--- src/rtl/alu_seq_pkg.sv ---
// Shared encodings for the sequential ALU: op codes, FSM states and flag bit positions.
package alu_seq_pkg;

  localparam logic [4:0] OP_ADD = 5'd1;
  localparam logic [4:0] OP_SUB = 5'd2;
  localparam logic [4:0] OP_INC = 5'd3;
  localparam logic [4:0] OP_DEC = 5'd4;
  localparam logic [4:0] OP_MOD = 5'd5;
  localparam logic [4:0] OP_AND = 5'd6;
  localparam logic [4:0] OP_CMP = 5'd7;
  localparam logic [4:0] OP_MOV = 5'd8;
  localparam logic [4:0] OP_NOT = 5'd9;
  localparam logic [4:0] OP_OR  = 5'd10;
  localparam logic [4:0] OP_XOR = 5'd11;
  localparam logic [4:0] OP_MUL = 5'd12;
  localparam logic [4:0] OP_LSL = 5'd13;
  localparam logic [4:0] OP_LSR = 5'd14;
  localparam logic [4:0] OP_RSL = 5'd15;
  localparam logic [4:0] OP_RSR = 5'd16;
  localparam logic [4:0] OP_DIV = 5'd17;

  typedef enum logic [1:0] {
    IDLE   = 2'd0,
    EXEC   = 2'd1,
    MUL_IT = 2'd2,
    DIV_IT = 2'd3
  } state_t;

  localparam int F_Z  = 0;
  localparam int F_N  = 1;
  localparam int F_C  = 2;
  localparam int F_V  = 3;
  localparam int F_DZ = 4;

  function automatic logic op_is_legal(input logic [4:0] op);
    return (op >= OP_ADD) && (op <= OP_DIV);
  endfunction

endpackage

--- src/rtl/alu_seq_iter.sv ---
// Iterative shift-add multiplier / restoring divider shared by MUL, DIV and MOD.
module alu_seq_iter #(
  parameter int WIDTH = 16
) (
  input  logic             clk,
  input  logic             rst,
  input  logic             start,
  input  logic             mode,
  input  logic [WIDTH-1:0] a,
  input  logic [WIDTH-1:0] b,
  output logic             done,
  output logic [WIDTH-1:0] hi,
  output logic [WIDTH-1:0] lo
);

  localparam int CW = $clog2(WIDTH) + 1;

  logic [WIDTH-1:0] dsr;
  logic             mode_q;
  logic [CW-1:0]    cnt;
  logic             busy;

  logic [WIDTH-1:0] hi_in, lo_in, b_in, hi_nx, lo_nx;
  logic             mode_in;
  logic [WIDTH:0]   sum, trial, diff;

  assign done = busy && (cnt == '0);

  // One iteration step; the first step runs on the accept edge from the raw operands,
  // so WIDTH steps finish one edge before the core latches the result.
  always_comb begin
    hi_in   = start ? '0 : hi;
    lo_in   = start ? a : lo;
    b_in    = start ? b : dsr;
    mode_in = start ? mode : mode_q;
    sum     = '0;
    trial   = '0;
    diff    = '0;
    hi_nx   = hi_in;
    lo_nx   = lo_in;
    if (!mode_in) begin
      sum            = {1'b0, hi_in} + (lo_in[0] ? {1'b0, b_in} : '0);
      {hi_nx, lo_nx} = {sum, lo_in[WIDTH-1:1]};
    end else begin
      trial = {hi_in, lo_in[WIDTH-1]};
      diff  = trial - {1'b0, b_in};
      if (!diff[WIDTH]) begin
        hi_nx = diff[WIDTH-1:0];
        lo_nx = {lo_in[WIDTH-2:0], 1'b1};
      end else begin
        hi_nx = trial[WIDTH-1:0];
        lo_nx = {lo_in[WIDTH-2:0], 1'b0};
      end
    end
  end

  // Working registers and down-counter.
  always_ff @(posedge clk) begin
    if (rst) begin
      hi     <= '0;
      lo     <= '0;
      dsr    <= '0;
      mode_q <= 1'b0;
      cnt    <= '0;
      busy   <= 1'b0;
    end else if (start) begin
      hi     <= hi_nx;
      lo     <= lo_nx;
      dsr    <= b;
      mode_q <= mode;
      cnt    <= CW'(WIDTH - 1);
      busy   <= 1'b1;
    end else if (busy) begin
      if (cnt == '0) begin
        busy <= 1'b0;
      end else begin
        hi  <= hi_nx;
        lo  <= lo_nx;
        cnt <= cnt - CW'(1);
      end
    end
  end

endmodule

--- src/rtl/alu_seq_core.sv ---
// Handshaked sequential ALU: single-cycle datapath, control FSM and status flags.
module alu_seq_core
  import alu_seq_pkg::*;
#(
  parameter int WIDTH = 16,
  parameter int SHW   = $clog2(WIDTH)
) (
  input  logic             clk,
  input  logic             rst,
  input  logic             op_valid,
  output logic             op_ready,
  input  logic [4:0]       op_code,
  input  logic [WIDTH-1:0] a,
  input  logic [WIDTH-1:0] b,
  input  logic             cin,
  output logic             res_valid,
  output logic [WIDTH-1:0] result,
  output logic [WIDTH-1:0] aux,
  output logic [4:0]       flags,
  output logic             err
);

  state_t state, state_nx;

  logic [4:0]         op_q;
  logic [WIDTH-1:0]   a_q, b_q;
  logic               cin_q;
  logic               accept, is_div, start, it_done;
  logic [WIDTH-1:0]   it_hi, it_lo, it_res;
  logic [4:0]         it_flags, ex_flags;
  logic [WIDTH-1:0]   val, ex_aux;
  logic               wr_res, wr_aux, c, v, dz;
  logic [WIDTH:0]     wide;
  logic [2*WIDTH-1:0] rot;

  assign op_ready = (state == IDLE);
  assign accept   = op_valid && op_ready;
  assign is_div   = (op_code == OP_DIV) || (op_code == OP_MOD);
  assign start    = accept && ((op_code == OP_MUL) || (is_div && (b != '0)));

  alu_seq_iter #(.WIDTH(WIDTH)) u_iter (
    .clk   (clk),
    .rst   (rst),
    .start (start),
    .mode  (is_div),
    .a     (a),
    .b     (b),
    .done  (it_done),
    .hi    (it_hi),
    .lo    (it_lo)
  );

  // State register.
  always_ff @(posedge clk) begin
    if (rst) state <= IDLE;
    else     state <= state_nx;
  end

  // Next-state selection; divide by zero takes the single-cycle path.
  always_comb begin
    state_nx = state;
    case (state)
      IDLE: begin
        if (accept) begin
          if (op_code == OP_MUL)             state_nx = MUL_IT;
          else if (is_div && (b != '0))      state_nx = DIV_IT;
          else                               state_nx = EXEC;
        end
      end
      EXEC:           state_nx = IDLE;
      MUL_IT, DIV_IT: if (it_done) state_nx = IDLE;
      default:        state_nx = IDLE;
    endcase
  end

  // Single-cycle datapath on the latched operands.
  always_comb begin
    val    = result;
    ex_aux = aux;
    wr_res = 1'b1;
    wr_aux = 1'b0;
    c      = 1'b0;
    v      = 1'b0;
    dz     = 1'b0;
    wide   = '0;
    rot    = '0;
    case (op_q)
      OP_ADD: begin
        wide = {1'b0, a_q} + {1'b0, b_q} + {{WIDTH{1'b0}}, cin_q};
        val  = wide[WIDTH-1:0];
        c    = wide[WIDTH];
        v    = (a_q[WIDTH-1] == b_q[WIDTH-1]) && (val[WIDTH-1] != a_q[WIDTH-1]);
      end
      OP_INC: begin
        wide = {1'b0, a_q} + {{WIDTH{1'b0}}, 1'b1};
        val  = wide[WIDTH-1:0];
        c    = wide[WIDTH];
        v    = !a_q[WIDTH-1] && val[WIDTH-1];
      end
      OP_SUB, OP_CMP: begin
        wide   = {1'b0, a_q} - {1'b0, b_q}
               - {{WIDTH{1'b0}}, (op_q == OP_SUB) ? cin_q : 1'b0};
        val    = wide[WIDTH-1:0];
        c      = wide[WIDTH];
        v      = (a_q[WIDTH-1] != b_q[WIDTH-1]) && (val[WIDTH-1] != a_q[WIDTH-1]);
        wr_res = (op_q == OP_SUB);
      end
      OP_DEC: begin
        wide = {1'b0, a_q} - {{WIDTH{1'b0}}, 1'b1};
        val  = wide[WIDTH-1:0];
        c    = wide[WIDTH];
        v    = a_q[WIDTH-1] && !val[WIDTH-1];
      end
      OP_AND: val = a_q & b_q;
      OP_OR:  val = a_q | b_q;
      OP_XOR: val = a_q ^ b_q;
      OP_NOT: val = ~a_q;
      OP_MOV: val = a_q;
      OP_LSL: begin
        wide = {1'b0, a_q} << b_q;
        val  = wide[WIDTH-1:0];
        c    = wide[WIDTH];
      end
      OP_LSR: begin
        wide = {a_q, 1'b0} >> b_q;
        val  = wide[WIDTH:1];
        c    = wide[0];
      end
      OP_RSL: begin
        rot = {a_q, a_q} << b_q[SHW-1:0];
        val = rot[2*WIDTH-1:WIDTH];
      end
      OP_RSR: begin
        rot = {a_q, a_q} >> b_q[SHW-1:0];
        val = rot[WIDTH-1:0];
      end
      OP_DIV, OP_MOD: begin
        val    = '1;
        ex_aux = a_q;
        wr_aux = 1'b1;
        dz     = 1'b1;
      end
      default: wr_res = 1'b0;
    endcase
    ex_flags       = '0;
    ex_flags[F_Z]  = (val == '0);
    ex_flags[F_N]  = val[WIDTH-1];
    ex_flags[F_C]  = c;
    ex_flags[F_V]  = v;
    ex_flags[F_DZ] = dz;
  end

  // Result selection and flags for the iterative ops.
  always_comb begin
    it_res        = (op_q == OP_MOD) ? it_hi : it_lo;
    it_flags      = '0;
    it_flags[F_Z] = (it_res == '0);
    it_flags[F_N] = it_res[WIDTH-1];
  end

  // Operand latch and architectural outputs.
  always_ff @(posedge clk) begin
    if (rst) begin
      op_q      <= '0;
      a_q       <= '0;
      b_q       <= '0;
      cin_q     <= 1'b0;
      result    <= '0;
      aux       <= '0;
      flags     <= '0;
      res_valid <= 1'b0;
      err       <= 1'b0;
    end else begin
      res_valid <= 1'b0;
      err       <= 1'b0;
      if (accept) begin
        op_q  <= op_code;
        a_q   <= a;
        b_q   <= b;
        cin_q <= cin;
      end
      if (state == EXEC) begin
        res_valid <= 1'b1;
        if (!op_is_legal(op_q)) begin
          err <= 1'b1;
        end else begin
          flags <= ex_flags;
          if (wr_res) result <= val;
          if (wr_aux) aux    <= ex_aux;
        end
      end else if (((state == MUL_IT) || (state == DIV_IT)) && it_done) begin
        res_valid <= 1'b1;
        result    <= it_res;
        aux       <= it_hi;
        flags     <= it_flags;
      end
    end
  end

endmodule

--- config.mk ---
export PLATFORM = sky130hd
export DESIGN_NAME = alu_seq_core
export DESIGN_NICKNAME = d
export VERILOG_FILES = /design/src/rtl/alu_seq_pkg.sv /design/src/rtl/alu_seq_iter.sv /design/src/rtl/alu_seq_core.sv
export SDC_FILE = /design/constraint.sdc
export NUM_CORES = 1
export LEC_CHECK = 0
export CAP_MARGIN = 20
export CORE_AREA = 2 2 164 166
export CTS_BUF_LIST = sky130_fd_sc_hd__clkbuf_8 sky130_fd_sc_hd__clkbuf_16
export DETAILED_ROUTE_END_ITERATION = 8
export DIE_AREA = 0 0 166 168
export PLACE_DENSITY_LB_ADDON = 0.25
export SLEW_MARGIN = 0
export SYNTH_ARGS = -nofsm -noshare
export SYNTH_HDL_FRONTEND = slang
export SYNTH_SLANG_ARGS = --single-unit
--- constraint.sdc ---
create_clock -name clk -period 6.14 [get_ports clk]
set_clock_uncertainty 0.15 [all_clocks]
set_input_delay 1.228 -clock clk [delete_from_list [all_inputs] [get_ports clk]]
set_output_delay 1.228 -clock clk [all_outputs]
set_load 0.02 [all_outputs]
==> reports/results.txt <==
Most used DFF post-synth - dfxtp_1
DRC - 0
Switching Share - 0.405
H-tree level count - 4
port bufs - 80
die area - 27900 um^2
ys async rst share - 0
Setup TNS Final - 0 ns
Total Routed Length - 62200 um
most frequent cells in the layout - 285 x nand2_1, 159 x nor2_1, 150 x a21oi_1, 131 x dfxtp_1, 99 x ha_1
pin count of the biggest net entering global routing - 69
Via density - 7.01
Slew Viols, Final - 0
GRT overflow - 0
f_max - 178 MHz
setup violators final - 0
crit path DAT - 5.75 ns
Yosys warning count - 0
Comb pwr share - 0.374
Area Growth Syn to Fin - 12.6%
Starting DRT DRC Count - 2315
CTS Buffer Depth - 2
Final period util - 0.913
RSZ-0062 raised after global routing - false
Peak VDD IR - 193 uV
setup repair bufs after CTS - 0
Mapped Cells - 1915
initial antenna violation count - 1
Clk pwr share - 0.321
post-place setup slack - 0.189 ns
NetSw - 0.00126 W
CTS root buffer - clkbuf_16
#FFs+latches synth - 134
fraction of layout cells with a size suffix above 1 - 0.0931
Seq/Total Area, Yosys - 0.190
I/O pin cnt - 81
GPL Wtd Cong - 1.05
Starting Density - 0.536
PD cells - 195 nW/um^2
final worst slack - 0.532 ns
vias in the first global route - 15089
Final Net Count - 2087
Syn Nets - 2061
Post-synth EDFFs - 0
site row count - 60
mapped cell area - 14100 um^2
Int Power - 0.00184 W
Avg Inst Size Synth - 7.38 um^2
chip height - 168 um
CTS tree - done
commonest non-fill, non-tap cell in the layout - nand2_1
sequential power share - 0.305
Slew headroom - 0.255
Clock Latency Late Sink - 0.43 ns
worst hold path class - flip-flop to flip-flop
core box area - 26400 um^2
WS Path Type - primary input to flip-flop
Synth cell types - 87
Critical Path Start Type - primary input
first-pass GRT wire length - 92900 um
post-cts hold buffer count - 0
global-route usage over all layers - 0.434
DIE WIDTH - 166 um
CP required - 6.29 ns
Max-Cap Viols - 0
Final Critical Period - 5.61 ns
drt wl/cell - 27.1 um
CTS buffer count - 17
post_cts resized - 0
routed via count - 16096
Final Hold Viols - 0
outcome - finished, final reports clean
Worst Setup End Kind - flip-flop
clock transition at the registers of the reported paths - 0.07 ns
slew of the pin with the lowest slew margin - 1.12 ns
Final HPWL DP - 46700 um
LEAKAGE - 6.18 nW
Clock Sinks - 134
CP Max Fanout - 22
Pre-Repair DR Iteration Count - 9
ANT nets after route - 0
==> worst max-delay path, cell delays in order <==
cell and delay (ns):
clkdlybuf4s50_1 0.45, xnor2_1 0.15, nor4b_1 0.34, buf_4 0.21
a21oi_1 0.07, nand2b_2 0.27, buf_12 0.21, mux2i_1 0.30
ha_1 0.30, nor2b_1 0.14, o2111ai_1 0.24, nand4_1 0.16
a31oi_1 0.21, a21o_1 0.22, mux2_2 0.40, nor2_1 0.20
buf_4 0.17, a21oi_1 0.07, nor4b_1 0.40
==> logic make-up after synthesis <==
family          Yosys count  share of synthesized area
compound gates          525                      0.251
simple gates            750                      0.249
mux                     121                      0.116
buf+inv                 220                     0.0615
xor+xnor                 60                     0.0372
fa+ha+maj               105                     0.0961
flops                   134                      0.190
==> area by class of cell <==
class                   instances  area (um^2)
diodes                          1         2.50
clock buffers                  17          425
clock inverters                15          133
fillers                      2530        10400
inverters                      71          267
multi-input cells            1561        10600
flip-flops and latches        134         2690
well taps                     341          427
repair buffers                156         1390
==> final timing paths <==
| check | to | cells after the start | slack (ns) | startpoint |
|---|---|---|---|---|
| worst max-delay path | u_iter.hi[14] | 19 | 0.53 | op_code[2] |
| worst min-delay path | a_q[15] | 2 | 0.31 | a_q[15] |
| worst max register to register | flags[0] | 13 | 0.72 | op_q[2] |
| worst min register to register | a_q[15] | 2 | 0.31 | a_q[15] |
==> per-stage QoR <==
stage / utilization / power, W / instances / hold slack (ns) / cell area [um^2]
2_1_floorplan: - / 0.00168 / 1915 / 0.290 / 14100
6_report: 0.604 / 0.00310 / 2296 / 0.310 / 15900
5_1_grt: 0.604 / 0.00321 / 2295 / 0.337 / 15900
3_5_place_dp: 0.583 / 0.00207 / 2262 / 0.300 / 15400
3_3_place_gp: 0.583 / 0.00206 / 2262 / 0.295 / 15400
4_1_cts: 0.604 / 0.00306 / 2294 / 0.309 / 15900
==> cell usage after synthesis, types with 7 or more instances <==
cell / count / area, um^2
a21o_1: 11 / 82.6
o2111ai_1: 15 / 131
nand2_1: 285 / 1070
or4_1: 9 / 67.6
nor4b_1: 7 / 61.3
nand2b_1: 13 / 81.3
o21ai_0: 81 / 405
nand3b_1: 8 / 60.1
or3_1: 18 / 113
buf_1: 15 / 56.3
nor2_1: 159 / 597
nor4_1: 21 / 131
mux2_2: 9 / 101
nor2b_1: 10 / 62.6
mux2i_1: 79 / 791
and3_1: 20 / 125
mux4_2: 33 / 743
xnor2_1: 39 / 342
dfxtp_1: 134 / 2680
o21a_1: 12 / 90.1
a311oi_1: 20 / 175
a221oi_1: 16 / 140
o211ai_1: 41 / 308
and2_1: 27 / 169
xor2_1: 21 / 184
buf_2: 20 / 100
nand4_1: 24 / 150
nor3_1: 53 / 265
clkbuf_1: 110 / 413
a211oi_1: 34 / 255
a31oi_1: 17 / 106
inv_1: 68 / 255
a21oi_1: 151 / 756
o22ai_1: 15 / 93.8
nand3_1: 69 / 345
ha_1: 99 / 1240
o32ai_1: 8 / 70.1
==> flip-flops by register name (all words and copies together) (netlist names) <==
signal and cells:
cin_q 1, u_iter.cnt 5, flags 5, state 2, result 16, aux 16
u_iter.busy 1, u_iter.lo 16, err 1, b_q 16, res_valid 1, u_iter.hi 16
u_iter.mode_q 1, op_q 5, u_iter.dsr 16, a_q 16
==> power by group through the flow <==
stage / Clock [W] / Combinational [W] / Sequential (W)
floorplan: 0 / 0.000720 / 0.000956
global placement: 0 / 0.00110 / 0.000961
detailed placement: 0 / 0.00111 / 0.000961
CTS: 0.000997 / 0.00112 / 0.000941
global route: 0.00104 / 0.00122 / 0.000947
finish: 0.000995 / 0.00116 / 0.000944
==> layer usage <==
| layer | routed length, um | global-route usage | vias to the layer above |
|---|---|---|---|
| met3 | 6540 | 0.0936 | 271 |
| met1 | 23500 | 0.545 | 7586 |
| met2 | 27700 | 0.684 | 1099 |
| met4 | 4540 | 0.264 | 0 |
| li1 | - | - | 7140 |
| met5 | 0 | 0 | - |
(Power assumes the default switching activity.)
